### src/rtl/mc_pkg.sv
// Shared definitions for the multicycle MIPS main control FSM:
// state encoding, opcodes, mux encodings and the control word layout.
package mc_pkg;

    // Controller states; FETCH must be 0 so a cleared register means FETCH.
    typedef enum logic [3:0] {
        S_FETCH     = 4'd0,
        S_DECODE    = 4'd1,
        S_MEM_ADDR  = 4'd2,
        S_MEM_READ  = 4'd3,
        S_MEM_WB    = 4'd4,
        S_MEM_WRITE = 4'd5,
        S_R_EXEC    = 4'd6,
        S_R_WB      = 4'd7,
        S_BRANCH    = 4'd8,
        S_JUMP      = 4'd9,
        S_ADDI_EXEC = 4'd10,
        S_ADDI_WB   = 4'd11,
        S_ILLEGAL   = 4'd12
    } state_t;

    // IR[31:26] opcodes understood by the controller.
    localparam logic [5:0] OP_R    = 6'b000000;
    localparam logic [5:0] OP_LW   = 6'b100011;
    localparam logic [5:0] OP_SW   = 6'b101011;
    localparam logic [5:0] OP_BEQ  = 6'b000100;
    localparam logic [5:0] OP_J    = 6'b000010;
    localparam logic [5:0] OP_ADDI = 6'b001000;

    // ALU B-operand select.
    localparam logic [1:0] SRC_B_REG    = 2'b00;
    localparam logic [1:0] SRC_B_FOUR   = 2'b01;
    localparam logic [1:0] SRC_B_IMM    = 2'b10;
    localparam logic [1:0] SRC_B_IMM_SH = 2'b11;

    // PC source select.
    localparam logic [1:0] PC_SRC_ALU    = 2'b00;
    localparam logic [1:0] PC_SRC_ALUOUT = 2'b01;
    localparam logic [1:0] PC_SRC_JUMP   = 2'b10;

    // ALU operation request toward the ALU control decoder.
    localparam logic [1:0] ALU_OP_ADD   = 2'b00;
    localparam logic [1:0] ALU_OP_SUB   = 2'b01;
    localparam logic [1:0] ALU_OP_FUNCT = 2'b10;

    // Raw per-state control word before the pc_en combination.
    typedef struct packed {
        logic       pc_write;
        logic       pc_write_cond;
        logic       iord;
        logic       mem_read;
        logic       mem_write;
        logic       ir_write;
        logic       reg_write;
        logic       mem_to_reg;
        logic       reg_dst;
        logic       alu_src_a;
        logic [1:0] alu_src_b;
        logic [1:0] alu_op;
        logic [1:0] pc_source;
        logic       illegal_op;
    } ctrl_t;

endpackage

### src/rtl/mc_if.sv
// Bundle between the main controller and the datapath. The controller
// side (master) receives opcode/flags and drives every enable and select.
interface mc_if;
    import mc_pkg::*;

    logic [5:0] opcode;
    logic       zero;
    logic       mem_ready;

    logic       pc_en;
    logic       iord;
    logic       mem_read;
    logic       mem_write;
    logic       ir_write;
    logic       reg_write;
    logic       mem_to_reg;
    logic       reg_dst;
    logic       alu_src_a;
    logic [1:0] alu_src_b;
    logic       alu_op1;
    logic       alu_op0;
    logic [1:0] pc_source;
    logic       illegal_op;
    logic [3:0] state;

    modport master (
        input  opcode, zero, mem_ready,
        output pc_en, iord, mem_read, mem_write, ir_write, reg_write,
               mem_to_reg, reg_dst, alu_src_a, alu_src_b, alu_op1, alu_op0,
               pc_source, illegal_op, state
    );

    modport slave (
        output opcode, zero, mem_ready,
        input  pc_en, iord, mem_read, mem_write, ir_write, reg_write,
               mem_to_reg, reg_dst, alu_src_a, alu_src_b, alu_op1, alu_op0,
               pc_source, illegal_op, state
    );

endinterface

### src/rtl/mc_control.sv
// Multicycle MIPS main control FSM. The state register is the only
// storage; every output is decoded combinationally from the state plus
// mem_ready and zero, and is forced to 0 while rst_n is low.
module mc_control
    import mc_pkg::*;
(
    input  logic clk,
    input  logic rst_n,
    mc_if.master bus
);

    state_t state_reg;
    state_t state_next;
    ctrl_t  ctrl;

    // State register: synchronous active-low reset back to FETCH.
    always_ff @(posedge clk) begin
        if (!rst_n) begin
            state_reg <= S_FETCH;
        end else begin
            state_reg <= state_next;
        end
    end

    // Next-state selection; mem_ready only matters in the memory states.
    always_comb begin
        state_next = S_FETCH;
        case (state_reg)
            S_FETCH:     state_next = bus.mem_ready ? S_DECODE : S_FETCH;
            S_DECODE: begin
                if ((bus.opcode == OP_LW) || (bus.opcode == OP_SW)) begin
                    state_next = S_MEM_ADDR;
                end else if (bus.opcode == OP_R) begin
                    state_next = S_R_EXEC;
                end else if (bus.opcode == OP_BEQ) begin
                    state_next = S_BRANCH;
                end else if (bus.opcode == OP_J) begin
                    state_next = S_JUMP;
                end else if (bus.opcode == OP_ADDI) begin
                    state_next = S_ADDI_EXEC;
                end else begin
                    state_next = S_ILLEGAL;
                end
            end
            // Opcode is held stable from DECODE, so it still picks lw vs sw here.
            S_MEM_ADDR:  state_next = (bus.opcode == OP_SW) ? S_MEM_WRITE : S_MEM_READ;
            S_MEM_READ:  state_next = bus.mem_ready ? S_MEM_WB : S_MEM_READ;
            S_MEM_WB:    state_next = S_FETCH;
            S_MEM_WRITE: state_next = bus.mem_ready ? S_FETCH : S_MEM_WRITE;
            S_R_EXEC:    state_next = S_R_WB;
            S_R_WB:      state_next = S_FETCH;
            S_ADDI_EXEC: state_next = S_ADDI_WB;
            S_ADDI_WB:   state_next = S_FETCH;
            S_BRANCH:    state_next = S_FETCH;
            S_JUMP:      state_next = S_FETCH;
            S_ILLEGAL:   state_next = S_FETCH;
            default:     state_next = S_FETCH;
        endcase
    end

    // Per-state control word; anything not set stays 0. Reset overrides all.
    always_comb begin
        ctrl = '0;
        case (state_reg)
            S_FETCH: begin
                ctrl.mem_read  = 1'b1;
                ctrl.alu_src_b = SRC_B_FOUR;
                ctrl.alu_op    = ALU_OP_ADD;
                ctrl.pc_source = PC_SRC_ALU;
                // PC and IR only load once the instruction word has arrived.
                ctrl.pc_write  = bus.mem_ready;
                ctrl.ir_write  = bus.mem_ready;
            end
            S_DECODE: begin
                ctrl.alu_src_b = SRC_B_IMM_SH;
                ctrl.alu_op    = ALU_OP_ADD;
            end
            S_MEM_ADDR, S_ADDI_EXEC: begin
                ctrl.alu_src_a = 1'b1;
                ctrl.alu_src_b = SRC_B_IMM;
                ctrl.alu_op    = ALU_OP_ADD;
            end
            S_MEM_READ: begin
                ctrl.mem_read = 1'b1;
                ctrl.iord     = 1'b1;
            end
            S_MEM_WB: begin
                ctrl.reg_write  = 1'b1;
                ctrl.mem_to_reg = 1'b1;
            end
            S_MEM_WRITE: begin
                ctrl.mem_write = 1'b1;
                ctrl.iord      = 1'b1;
            end
            S_R_EXEC: begin
                ctrl.alu_src_a = 1'b1;
                ctrl.alu_src_b = SRC_B_REG;
                ctrl.alu_op    = ALU_OP_FUNCT;
            end
            S_R_WB: begin
                ctrl.reg_write = 1'b1;
                ctrl.reg_dst   = 1'b1;
            end
            S_ADDI_WB: begin
                ctrl.reg_write = 1'b1;
            end
            S_BRANCH: begin
                ctrl.alu_src_a     = 1'b1;
                ctrl.alu_src_b     = SRC_B_REG;
                ctrl.alu_op        = ALU_OP_SUB;
                ctrl.pc_write_cond = 1'b1;
                ctrl.pc_source     = PC_SRC_ALUOUT;
            end
            S_JUMP: begin
                ctrl.pc_write  = 1'b1;
                ctrl.pc_source = PC_SRC_JUMP;
            end
            S_ILLEGAL: begin
                ctrl.illegal_op = 1'b1;
            end
            default: ctrl = '0;
        endcase
        if (!rst_n) begin
            ctrl = '0;
        end
    end

    assign bus.pc_en      = ctrl.pc_write | (ctrl.pc_write_cond & bus.zero);
    assign bus.iord       = ctrl.iord;
    assign bus.mem_read   = ctrl.mem_read;
    assign bus.mem_write  = ctrl.mem_write;
    assign bus.ir_write   = ctrl.ir_write;
    assign bus.reg_write  = ctrl.reg_write;
    assign bus.mem_to_reg = ctrl.mem_to_reg;
    assign bus.reg_dst    = ctrl.reg_dst;
    assign bus.alu_src_a  = ctrl.alu_src_a;
    assign bus.alu_src_b  = ctrl.alu_src_b;
    assign bus.alu_op1    = ctrl.alu_op[1];
    assign bus.alu_op0    = ctrl.alu_op[0];
    assign bus.pc_source  = ctrl.pc_source;
    assign bus.illegal_op = ctrl.illegal_op;
    // Debug view reads FETCH while reset is held, even before the first edge.
    assign bus.state      = rst_n ? state_reg : S_FETCH;

endmodule
### src/flat_wrapper.sv
// flat-port wrapper written by rule: the top's interface ports become plain ports
module mc_control_flat import mc_pkg::*;
  (clk, rst_n, bus_opcode, bus_zero, bus_mem_ready, bus_pc_en, bus_iord, bus_mem_read, bus_mem_write, bus_ir_write, bus_reg_write, bus_mem_to_reg, bus_reg_dst, bus_alu_src_a, bus_alu_src_b, bus_alu_op1, bus_alu_op0, bus_pc_source, bus_illegal_op, bus_state);
  mc_if bus_i ();
  input  logic clk;
  input  logic rst_n;
  input wire logic [$bits(bus_i.opcode)-1:0] bus_opcode;
  input wire logic [$bits(bus_i.zero)-1:0] bus_zero;
  input wire logic [$bits(bus_i.mem_ready)-1:0] bus_mem_ready;
  output wire logic [$bits(bus_i.pc_en)-1:0] bus_pc_en;
  output wire logic [$bits(bus_i.iord)-1:0] bus_iord;
  output wire logic [$bits(bus_i.mem_read)-1:0] bus_mem_read;
  output wire logic [$bits(bus_i.mem_write)-1:0] bus_mem_write;
  output wire logic [$bits(bus_i.ir_write)-1:0] bus_ir_write;
  output wire logic [$bits(bus_i.reg_write)-1:0] bus_reg_write;
  output wire logic [$bits(bus_i.mem_to_reg)-1:0] bus_mem_to_reg;
  output wire logic [$bits(bus_i.reg_dst)-1:0] bus_reg_dst;
  output wire logic [$bits(bus_i.alu_src_a)-1:0] bus_alu_src_a;
  output wire logic [$bits(bus_i.alu_src_b)-1:0] bus_alu_src_b;
  output wire logic [$bits(bus_i.alu_op1)-1:0] bus_alu_op1;
  output wire logic [$bits(bus_i.alu_op0)-1:0] bus_alu_op0;
  output wire logic [$bits(bus_i.pc_source)-1:0] bus_pc_source;
  output wire logic [$bits(bus_i.illegal_op)-1:0] bus_illegal_op;
  output wire logic [$bits(bus_i.state)-1:0] bus_state;
  assign bus_i.opcode = bus_opcode;
  assign bus_i.zero = bus_zero;
  assign bus_i.mem_ready = bus_mem_ready;
  assign bus_pc_en = bus_i.pc_en;
  assign bus_iord = bus_i.iord;
  assign bus_mem_read = bus_i.mem_read;
  assign bus_mem_write = bus_i.mem_write;
  assign bus_ir_write = bus_i.ir_write;
  assign bus_reg_write = bus_i.reg_write;
  assign bus_mem_to_reg = bus_i.mem_to_reg;
  assign bus_reg_dst = bus_i.reg_dst;
  assign bus_alu_src_a = bus_i.alu_src_a;
  assign bus_alu_src_b = bus_i.alu_src_b;
  assign bus_alu_op1 = bus_i.alu_op1;
  assign bus_alu_op0 = bus_i.alu_op0;
  assign bus_pc_source = bus_i.pc_source;
  assign bus_illegal_op = bus_i.illegal_op;
  assign bus_state = bus_i.state;
  mc_control u_core (.clk(clk), .rst_n(rst_n), .bus(bus_i));
endmodule
### config.mk
export PLATFORM = sky130hd
export DESIGN_NAME = mc_control_flat
export DESIGN_NICKNAME = d
export VERILOG_FILES = /design/src/rtl/mc_pkg.sv /design/src/rtl/mc_if.sv /design/src/rtl/mc_control.sv /design/src/flat_wrapper.sv
export SDC_FILE = /design/constraint.sdc
export NUM_CORES = 1
export LEC_CHECK = 0
export BUFFER_PORTS_ARGS = -buffer_cell sky130_fd_sc_hd__buf_4
export CAP_MARGIN = 0
export CORE_ASPECT_RATIO = 1.1
export CORE_MARGIN = 2
export CORE_UTILIZATION = 30
export DETAILED_ROUTE_END_ITERATION = 8
export GPL_TIMING_DRIVEN = 0
export PLACE_DENSITY = 0.53
export SETUP_SLACK_MARGIN = 0.02
export SLEW_MARGIN = 10
export SYNTH_ARGS = -nofsm -noshare
export SYNTH_HDL_FRONTEND = slang
export SYNTH_SLANG_ARGS = --single-unit
### constraint.sdc
create_clock -name clk -period 1.4 [get_ports clk]
set_input_delay 0.07 -clock clk [delete_from_list [all_inputs] [get_ports clk]]
set_output_delay 0.07 -clock clk [all_outputs]
set_load 0.02 [all_outputs]
==> impl_metrics.env, run 1 <==
export IMPL_final_cells=139
export IMPL_grt_pass1_vias=709
export IMPL_largest_register_ffs=4
export IMPL_vias=783
export IMPL_yosys_area_share_xor_xnor=0.0458
export IMPL_max_freq_ghz=0.657
export IMPL_clock_latency_ns=0.23
export IMPL_drt_antenna_violating_nets=0
export IMPL_ys_warn_count=0
export IMPL_layout_nets=133
export IMPL_h_tree_depth=1
export IMPL_layout_setup_ws_ns=-0.121
export IMPL_ys_seq_elements=4
export IMPL_final_hold_violation_count=0
export IMPL_synth_compound_area_frac=0.340
export IMPL_cp_common_cell="buf_6"
export IMPL_period_needed_ns=1.52
export IMPL_fp_row_count=16
export IMPL_postCtsHoldBufs=0
export IMPL_maxCapViolCount=0
export IMPL_cts_tree="built"
export IMPL_overflow=0
export IMPL_dr_pass1_iters=4
export IMPL_cts_num_sinks=4
export IMPL_worst_slew_pin_slew_ns=0.306
export IMPL_path_cells="buf_6 -> inv_2 -> or3_4 -> o22a_1 -> nor2_2 -> buf_6"
export IMPL_slew_viol_final=0
export IMPL_arrival_ns=1.45
export IMPL_ioPinCount=30
export IMPL_crit_path_max_fanout=5
export IMPL_drc=0
export IMPL_startpoint_type="register"
export IMPL_final_cell_mix="buf_4 (31), nor2_1 (8), buf_6 (6), nand2_1 (6)"
export IMPL_finalSetupViolCount=8
export IMPL_path_class="register to output port"
export IMPL_multi_input_area_um2=505
export IMPL_syn_nets=98
export IMPL_cpMaxStageDelayCell="or3_4"
export IMPL_yosys_cell_types_count=31
export IMPL_seq_area_um2=82.6
export IMPL_status="finished, violations left"
export IMPL_vias_per_cell=5.63
export IMPL_cts_root_buf="clkbuf_4"
export IMPL_grt_max_degree=11
export IMPL_rsz0062_at_grt="yes"
export IMPL_place_gp_congestion=0.712
export IMPL_synthMuxAreaShare=0
export IMPL_clk_pin_slew_ns=0.04
export IMPL_fillerInstances=188
export IMPL_drive_above_1_share=0.488
export IMPL_dpl_cell_count=135
export IMPL_antenna_found_initial=0
export IMPL_fin_crit_sh=1.09
export IMPL_final_common_cell="buf_4"
export IMPL_violations="setup timing"
export IMPL_die_height_um=49.9
export IMPL_drtIter0Drc=8
export IMPL_p_total_mw=0.554
export IMPL_cts_inserted_buffers=3
export IMPL_cp_data_required_time_ns=1.33
export IMPL_initial_core_util=0.319
export IMPL_area_growth_pct=65.1
export IMPL_synth_top_family_by_area="simple AND/OR/NAND/NOR gates"
export IMPL_max_stage_delay_ns=0.33
export IMPL_antenna_cells=0
export IMPL_core_area_mm2=0.00180
export IMPL_p_leak_nw=0.440
export IMPL_hp_class="input port to register"
export IMPL_routedWlPerCell_um=14.0
export IMPL_relSlewSlack=0.796
export IMPL_finClkSkew_ns=0.00192
export IMPL_end_kind="output port"
export IMPL_synth_seq_area_share=0.139
export IMPL_track_usage=0.181
export IMPL_powerDensity_mw_per_mm2=585
export IMPL_wirelength_um=1940
export IMPL_synth_area_per_cell_um2=6.53
export IMPL_die_w_um=45.7
export IMPL_synth_simple_gate_area_frac=0.386
export IMPL_dp_hpwl_um=1420
export IMPL_portBuffers=29
export IMPL_grt_first_pass_wirelength_um=3140
export IMPL_vdd_drop_max_uv=517
export IMPL_synth_area_um2=574
export IMPL_synth_adder_area_share=0
export IMPL_die_area_mm2=0.00228
export IMPL_critPathTopFamily="simple AND/OR/NAND/NOR gates"
export IMPL_crit_buf_inv=3
export IMPL_synth_cells=88
export IMPL_pre_cts_ws_ns=-0.0134
export IMPL_cts_buffer_depth=2
==> cells by family (layout without fill, tap and decap cells) <==
| kind of cell | count (synthesis) | count (layout) |
|---|---|---|
| simple gates | 44 | 44 |
| compound gates | 26 | 26 |
| xor+xnor | 3 | 3 |
| flops | 4 | 4 |
| buf+inv | 11 | 44 |
==> cell usage after synthesis <==
cell type	number	area [um^2]
a2111oi_0	1	8.76
a2111oi_4	1	27.5
a21o_1	1	7.51
a21oi_1	5	25.0
a31oi_1	3	18.8
a32o_1	1	10.0
and2_1	2	12.5
and3_1	5	31.3
buf_2	5	25.0
buf_4	1	7.51
clkbuf_1	1	3.75
dfxtp_1	4	80.1
inv_1	4	15.0
nand2_1	7	26.3
nand2b_1	3	18.8
nand2b_2	1	8.76
nand3_1	1	5.00
nor2_1	12	45.0
nor2_2	1	6.26
nor3_1	6	30.0
nor4_1	3	18.8
o211a_1	2	20.0
o211ai_1	2	15.0
o21a_1	1	7.51
o21ai_0	5	25.0
o22a_1	1	8.76
o22ai_1	2	12.5
o2bb2ai_1	1	8.76
or3_1	3	18.8
xnor2_1	1	8.76
xor2_1	2	17.5
==> worst min-delay path, stage by stage <==
cell,delay (ns)
buf_4,0.13
nand2_1,0.09
nor2_1,0.05
==> per-stage QoR <==
stage	hold slack, ns	util	instance area (um^2)	setup TNS (ns)
final	0.166	0.526	948	-0.332
after global routing	0.167	0.526	948	-1.01
after CTS	0.156	0.517	932	-0.360
after floorplan	0.220	-	591	-0.0596
after detailed placement	0.405	0.461	831	-0.0134
after global placement	0.401	0.461	831	-0.0149
==> routing by layer <==
layer,up-vias,global-route usage,share of wire
li1,391,-,-
met5,-,0,0
met1,373,0.228,0.43
met3,0,0.0330,0.045
met2,19,0.329,0.52
met4,0,0,0
==> final cells by class <==
type | instances | area share
plain buffers | 6 | 0.0633
clock buffers | 3 | 0.0237
inverters | 4 | 0.0158
multi-input cells | 73 | 0.533
flip-flops and latches | 4 | 0.0871
well taps | 18 | 0.0237
repair buffers | 31 | 0.253
==> repair_timing <==
item,4_1_cts,5_1_grt
setup buffers,2,0
pin swaps,2,0
cloned,0,0
setup endpoints to repair,17,16
gates resized for setup,21,7
==> worst paths after layout <==
check | depth (start not counted) | endpoint | slack, ns | startpoint
worst max-delay path | 6 | bus_reg_write | -0.12 | u_core.state_reg[2]
worst min-delay path | 3 | u_core.state_reg[3] | 0.17 | rst_n
worst min register to register | 4 | u_core.state_reg[3] | 0.66 | u_core.state_reg[2]
worst max register to register | 5 | u_core.state_reg[1] | 0.11 | u_core.state_reg[0]
==> power by group <==
part	switching (mW)	internal (mW)	leakage (nW)	total [mW]
registers	0.00523	0.122	0.0336	0.127
clock network	0.0427	0.0956	0.0138	0.138
logic	0.160	0.129	0.392	0.289
total	0.208	0.347	0.440	0.554
Note: power is estimated with default switching activity, not from simulation.
==> inputs of run 2 (changes only) <==
clock period = 1.9 ns   (was 1.4 ns; I/O delays follow)
==> run 2 against run 1 <==
Net effect: the run now ends clean; worst hold slack gained 0.017 ns; sequential share of layout area rose by 0.86 points; worst setup slack gained 0.35 ns.
==> impl_metrics.env, run 2 (synthesis results as in run 1) <==
export IMPL_clock_latency_ns=0.23
export IMPL_grt_first_pass_wirelength_um=2950
export IMPL_antenna_found_initial=0
export IMPL_vias=765
export IMPL_path_class="register to output port"
export IMPL_relSlewSlack=0.718
export IMPL_reg2reg_depth=5
export IMPL_p_seq_frac=0.244
export IMPL_place_gp_congestion=0.747
export IMPL_p_leak_nw=0.411
export IMPL_drive_above_1_share=0.342
export IMPL_fp_row_count=16
export IMPL_cts_tree="built"
export IMPL_cts_inserted_buffers=3
export IMPL_powerDensity_mw_per_mm2=450
export IMPL_routedWlPerCell_um=13.3
export IMPL_antenna_cells=0
export IMPL_status="complete, no violations"
export IMPL_postCtsResizedCells=0
export IMPL_cp_common_cell="buf_2"
export IMPL_postCtsHoldBufs=0
export IMPL_initial_core_util=0.319
export IMPL_r2r_start="u_core.state_reg[0]"
export IMPL_die_area_mm2=0.00228
export IMPL_finalSetupViolCount=0
export IMPL_r2r_slack_ns=0.50
export IMPL_cts_root_buf="clkbuf_4"
export IMPL_die_w_um=45.7
export IMPL_path_cells="buf_2 -> buf_2 -> a2111oi_0 -> buf_4"
export IMPL_period_needed_ns=1.67
export IMPL_worstHoldEndpoint="u_core.state_reg[3]"
export IMPL_p_switching_mw=0.142
export IMPL_max_freq_ghz=0.597
export IMPL_cts_num_sinks=4
export IMPL_holdCritStartpoint="rst_n"
export IMPL_cts_buffer_depth=2
export IMPL_finalInstanceArea_um2=837
export IMPL_finClkSkew_ns=0.00354
export IMPL_layout_nets=132
export IMPL_grt_max_degree=11
export IMPL_p_total_mw=0.377
export IMPL_end_kind="output port"
export IMPL_drt_antenna_violating_nets=0
export IMPL_cp_data_required_time_ns=1.80
export IMPL_r2r_end="u_core.state_reg[1]"
export IMPL_dp_hpwl_um=1410
export IMPL_rsz0062_at_grt="no"
export IMPL_p_sw_frac=0.378
export IMPL_largest_register_ffs=4
export IMPL_slew_viol_final=0
export IMPL_cpMaxStageDelayCell="a2111oi_0"
export IMPL_final_common_cell="buf_4"
export IMPL_drc=0
export IMPL_area_growth_pct=45.8
export IMPL_arrival_ns=1.58
export IMPL_final_hold_violation_count=0
export IMPL_fin_crit_sh=0.881
export IMPL_drtIter0Drc=26
export IMPL_max_stage_delay_ns=0.47
export IMPL_place_area_um2=815
export IMPL_vias_per_cell=5.54
export IMPL_intPower_mw=0.235
export IMPL_clk_pin_slew_ns=0.03
export IMPL_grt_pass1_vias=635
export IMPL_holdPathStages=3
export IMPL_track_usage=0.170
export IMPL_crit_path_max_fanout=10
export IMPL_clkPwrFrac=0.277
export IMPL_ioPinCount=30
export IMPL_wirelength_um=1840
export IMPL_hp_class="input port to register"
export IMPL_die_height_um=49.9
export IMPL_core_area_mm2=0.00180
export IMPL_h_tree_depth=1
export IMPL_startpoint_type="register"
export IMPL_worst_slew_pin_slew_ns=0.412
export IMPL_overflow=0
export IMPL_power_frac_comb=0.480
export IMPL_tns_ns=0
export IMPL_maxCapViolCount=0
export IMPL_dr_pass1_iters=4
export IMPL_cts_setup_buffers=0
export IMPL_vdd_drop_max_uv=416
export IMPL_final_cell_mix="buf_4 (30), nor2_1 (12), nand2_1 (7)"
export IMPL_portBuffers=29
## run 2: power groups by stage
stage / Clock (mW) / Sequential, mW / Combinational, mW
2_1_floorplan: 0 / 0.0926 / 0.111
3_3_place_gp: 0 / 0.0930 / 0.180
3_5_place_dp: 0 / 0.0931 / 0.180
4_1_cts: 0.110 / 0.0918 / 0.180
5_1_grt: 0.117 / 0.0927 / 0.198
6_report: 0.104 / 0.0918 / 0.181
## run 2: area by class of cell
| type | count | area, um^2 |
|---|---|---|
| fill | 199 | 965 |
| multi-input combinational | 73 | 443 |
| timing repair buffer | 29 | 218 |
| sequential | 4 | 80.1 |
| buffer | 7 | 36.3 |
| clock buffer | 3 | 22.5 |
| tap | 18 | 22.5 |
| inverter | 4 | 15.0 |
## run 2: critical path: cells and delay by family (launching register included)
family	cells	cell delay, ns
compound gates	1	0.47
buf+inv	3	0.59
flops	1	0.28
## run 2: stage by stage
stage          hold WS, ns  setup slack (ns)  instances  utilization
2_1_floorplan        0.245            0.0445         88            -
3_3_place_gp         0.426             0.456        135        0.452
4_1_cts              0.178             0.214        138        0.465
6_report             0.184             0.226        138        0.465
5_1_grt              0.183            0.0800        138        0.465
3_5_place_dp         0.426             0.468        135        0.452
## run 2: worst max-delay path by stage
stage,from,end,cells past startpoint
after detailed placement,u_core.state_reg[2],bus_alu_src_a,4
final,u_core.state_reg[2],bus_alu_src_a,4
after CTS,u_core.state_reg[2],bus_alu_src_a,4
after global placement,u_core.state_reg[2],bus_alu_src_a,4
after global routing,u_core.state_reg[3],bus_alu_src_a,4
after floorplan,u_core.state_reg[2],bus_alu_src_a,3
## run 2: per-layer routing
layer	track usage	routed length, um	up-vias
met2	0.279	942	22
li1	-	-	385
met4	0	19	0
met5	0	0	-
met3	0.0440	95	2
met1	0.234	778	356
